--- src/rtl/siso.sv ---
// ---------------------------------------------------------------------------
// siso -- serial-in / serial-out shift register
//
// Shifts s_in through a chain of `bits` flip-flops on every rising edge of
// clk; s_out is taken directly from the last stage, so there is no
// combinational path from input to output and the latency is exactly
// `bits` edges.
//
// Parameters
//   bits   : chain depth in flip-flops (>= 1)
//
// Ports
//   clk    : sole clock, rising edge
//   rst    : synchronous active-high reset, clears every stage
//   s_in   : serial data in, sampled each rising edge into stage 0
//   s_out  : serial data out, stage bits-1
// ---------------------------------------------------------------------------
module siso #(
  parameter int unsigned bits = 8
) (
  input  logic clk,
  input  logic rst,
  input  logic s_in,
  output logic s_out
);

  // Stage 0 is the input end, stage bits-1 the output end.
  logic [bits-1:0] r_stage;

  // A one-stage chain has no [bits-2:0] slice to concatenate, so it gets its
  // own branch; both branches shift on every non-reset edge.
  if (bits == 1) begin : g_one
    always_ff @(posedge clk) begin
      if (rst) begin
        r_stage <= '0;
      end else begin
        r_stage <= s_in;
      end
    end
  end else begin : g_multi
    always_ff @(posedge clk) begin
      if (rst) begin
        r_stage <= '0;
      end else begin
        r_stage <= {r_stage[bits-2:0], s_in};
      end
    end
  end

  assign s_out = r_stage[bits-1];

endmodule

--- config.mk ---
export PLATFORM = sky130hd
export DESIGN_NAME = siso
export DESIGN_NICKNAME = d
export VERILOG_FILES = /design/src/rtl/siso.sv
export SDC_FILE = /design/constraint.sdc
export NUM_CORES = 1
export LEC_CHECK = 0
export CAP_MARGIN = 20
export CELL_PAD_IN_SITES_DETAIL_PLACEMENT = 0
export CELL_PAD_IN_SITES_GLOBAL_PLACEMENT = 1
export CORE_AREA = 2 2 39 41
export CTS_BUF_LIST = sky130_fd_sc_hd__clkbuf_8
export CTS_CLUSTER_DIAMETER = 60
export CTS_CLUSTER_SIZE = 12
export DETAILED_ROUTE_END_ITERATION = 10
export DIE_AREA = 0 0 41 43
export GPL_ROUTABILITY_DRIVEN = 0
export PLACE_DENSITY_LB_ADDON = 0.3
export SKIP_CTS_REPAIR_TIMING = 1
export SLEW_MARGIN = 20
export SYNTH_ARGS = -nofsm -noshare
export SYNTH_HDL_FRONTEND = slang
export SYNTH_SLANG_ARGS = --single-unit
export TNS_END_PERCENT = 100
--- constraint.sdc ---
create_clock -name clk -period 1.3 [get_ports clk]
set_input_delay 0.325 -clock clk [delete_from_list [all_inputs] [get_ports clk]]
set_output_delay 0.325 -clock clk [all_outputs]
set_load 0.05 [all_outputs]
==> impl_summary.txt <==
----------------------------------------------------
[Die]
  Die width ... a little over 40 um
  Vertical die dimension ... 43 um
  Die Area ... between 0.0015 and 0.002 mm^2
  Initial standard-cell utilization of the core ... between 15 and 20%
  Standard-cell row count ... 14
  Top-Level Pins ... 4
  Area of the core ... ~0.0014 mm^2

[Power and ir drop]
  Comb pwr share ... around 2.3%
  Leakage power of the design ... 0.121 nW
  Switching power of the nets ... 88.6 uW
  Fraction of power consumed by sequential logic ... approximately 46%
  Power density cells ... around 1800 mW/mm^2
  Maximum vdd drop ... between 0.4 and 0.5 mV
  Total design power ... roughly 550 uW
  Internal cell power ... roughly 460 uW
  Switching fraction of total power ... between 10% and 20%
  Clock network fraction of design power ... between 50% and 60%

[Final layout]
  Filler Cells Inserted ... between 100 and 150
  Layout cells sized above 1 ... between 15 and 20%
  Nets@finish ... 27
  Layout overhead on the synthesized area ... 48.2%
  Registers with the most flip-flops ... r_stage (8)
  Register bank with the most flops ... r_stage
  Number of flip-flops under the largest register name ... 8
  ANT cells ... 0

[CTS]
  Total CTS buffers ... 3
  Clock Tree Root ... clkbuf_8
  Longest Clk Path Bufs ... 2
  Clock tree from TritonCTS ... yes
  Clock-pin slew on the worst setup and hold paths ... ~40 ps
  Deepest level of the CTS H-tree ... 1
  Worst skew pair latency ... around 220 ps
  Clock net sink count ... 8

[Synthesis]
  Area of the mapped netlist ... approximately 210 um^2
  Sequential cell area fraction in the yosys report ... 76.2%
  Count of different cell masters after synthesis ... 2
  Yosys top cell area share ... 76.2%
  Top cell type by total area after synthesis ... dfxtp_1
  Total of flip-flops plus latches after synthesis ... 8
  Synth Area per Inst ... 13.1 um^2
  Top area cells in the synthesized netlist ... dfxtp_1 76%, nor2b_1 24%
  Synthesized netlist net count ... 19
  Syn Inst Count ... 16
  Warnings from Yosys ... 0

[Timing]
  Setup repair after global routing missed its margin ... no
  Transition time of the tightest slew-check pin ... around 270 ps
  Number of max-slew violations in the final report ... 0
  Final setup violating endpoints ... 0
  TNS Setup ... 0 ps
  Headroom to the max-slew limit ... between 80% and 90%
  Tcrit/Tclk final ... about four fifths
  Final count of hold timing violations ... 0
  Clock tree skew after final layout ... around 0.18 ps
  Fmax ... 0.969 GHz
  Hold Worst Slack ... approximately 430 ps
  Minimum clock period after layout ... ~1000 ps

[Critical path]
  Cell at the slowest stage of the critical path ... dfxtp_1
  Largest stage delay, worst path ... roughly 340 ps
  Data required time at the worst endpoint ... between 900 and 1000 ps
  Category of the critical setup timing path ... flop to output port
  Cell family with the largest share of critical-path delay ... flip-flops
  CP Buf/Inv Count ... 1
  Data arrival, critical path ... ~710 ps
  CP endpoint kind ... output port
  Largest fanout of any net on the critical path ... 1
  List of cells traversed by the critical path ... buf_12
  Kind of start point of the critical path ... flop

[GRT]
  Wire length of the first global-routing pass ... 441 um
  All-Layer GR Usage ... between 4 and 5%
  Total congestion overflow ... 0
  Maximum number of pins on one net before global-route repair ... 9
  Vias in the first global route ... about 120
  Antenna violations before repair ... 0

[Route]
  Total vias in the final route ... between 100 and 150
  DR WL/cell ... about 6.5 um
  Final wirelength ... 248 um
  Iteration-0 DRC Markers ... 0
  Residual antenna-violating net count after detailed routing ... 0
  Number of iterations in the first detailed-routing pass ... 1
  Drt drc ... 0
  Via count normalized by instance count ... approximately 3.1

[Job]
  Max-cap violation count ... 0

[Status]
  Status ... finished clean

[Worst hold path]
  Classification of the worst-slack hold path ... flop to flop

[Placement]
  Count of buffers from port buffering ... 3

----------------------------------------------------
[synthesized netlist by cell type]
master   count
dfxtp_1      8
nor2b_1      8
[routing by layer]
metal  global-route usage, %  up-vias  wire length (um)
li1                        -       60                 -
met4                    6.00        0                 0
met1                    4.23       54               113
met2                    4.38        4               114
met3                    4.71        0                20
met5                       0        -                 0
[cell families after synthesis]
logic type	count (synthesis)	share of synthesized area, %
AND/OR/NAND/NOR	8	23.8
flip-flops	8	76.2
[per-stage QoR]
stage               setup slack, ps  instances  instance area [um^2]  util (%)
floorplan                       388         16                   210         -
global placement                146         35                   270      19.5
detailed placement              136         35                   270      19.5
CTS                             255         38                   312      22.5
global route                    251         38                   312      22.5
finish                          268         38                   312      22.5
[power by group through the flow]
stage / registers, mW / logic, mW / clock network (mW)
final: 0.253 / 0.0128 / 0.282
after global routing: 0.253 / 0.0143 / 0.305
after CTS: 0.252 / 0.0131 / 0.299
after detailed placement: 0.256 / 0.0131 / 0
after global placement: 0.256 / 0.0128 / 0
after floorplan: 0.256 / 0.00336 / 0
[path summary, 6_finish.rpt]
path	from	to	slack, ps	cells after the start
setup / recovery	r_stage[7]$_SDFF_PP0_	s_out	270	1
hold / removal	r_stage[6]$_SDFF_PP0_	r_stage[7]$_SDFF_PP0_	430	1
setup reg to reg	r_stage[3]$_SDFF_PP0_	r_stage[4]$_SDFF_PP0_	770	1
hold reg to reg	r_stage[6]$_SDFF_PP0_	r_stage[7]$_SDFF_PP0_	430	1
[layout make-up]
| type | count | area [um^2] | area share, % |
|---|---|---|---|
| sequential | 8 | 160 | 51.4 |
| timing repair buffer | 3 | 40.0 | 12.9 |
| clock buffer | 3 | 41.3 | 13.3 |
| tap | 16 | 20.0 | 6.43 |
| multi-input combinational | 8 | 50.0 | 16.1 |
[placed cells by master, fill, tap and decap left out]
master           Yosys  routed
dfxtp_1              8       8
clkbuf_8             0       3
nor2b_1              8       8
clkdlybuf4s50_1      0       2
buf_12               0       1
No activity file was read; power rests on OpenSTA's default activity.
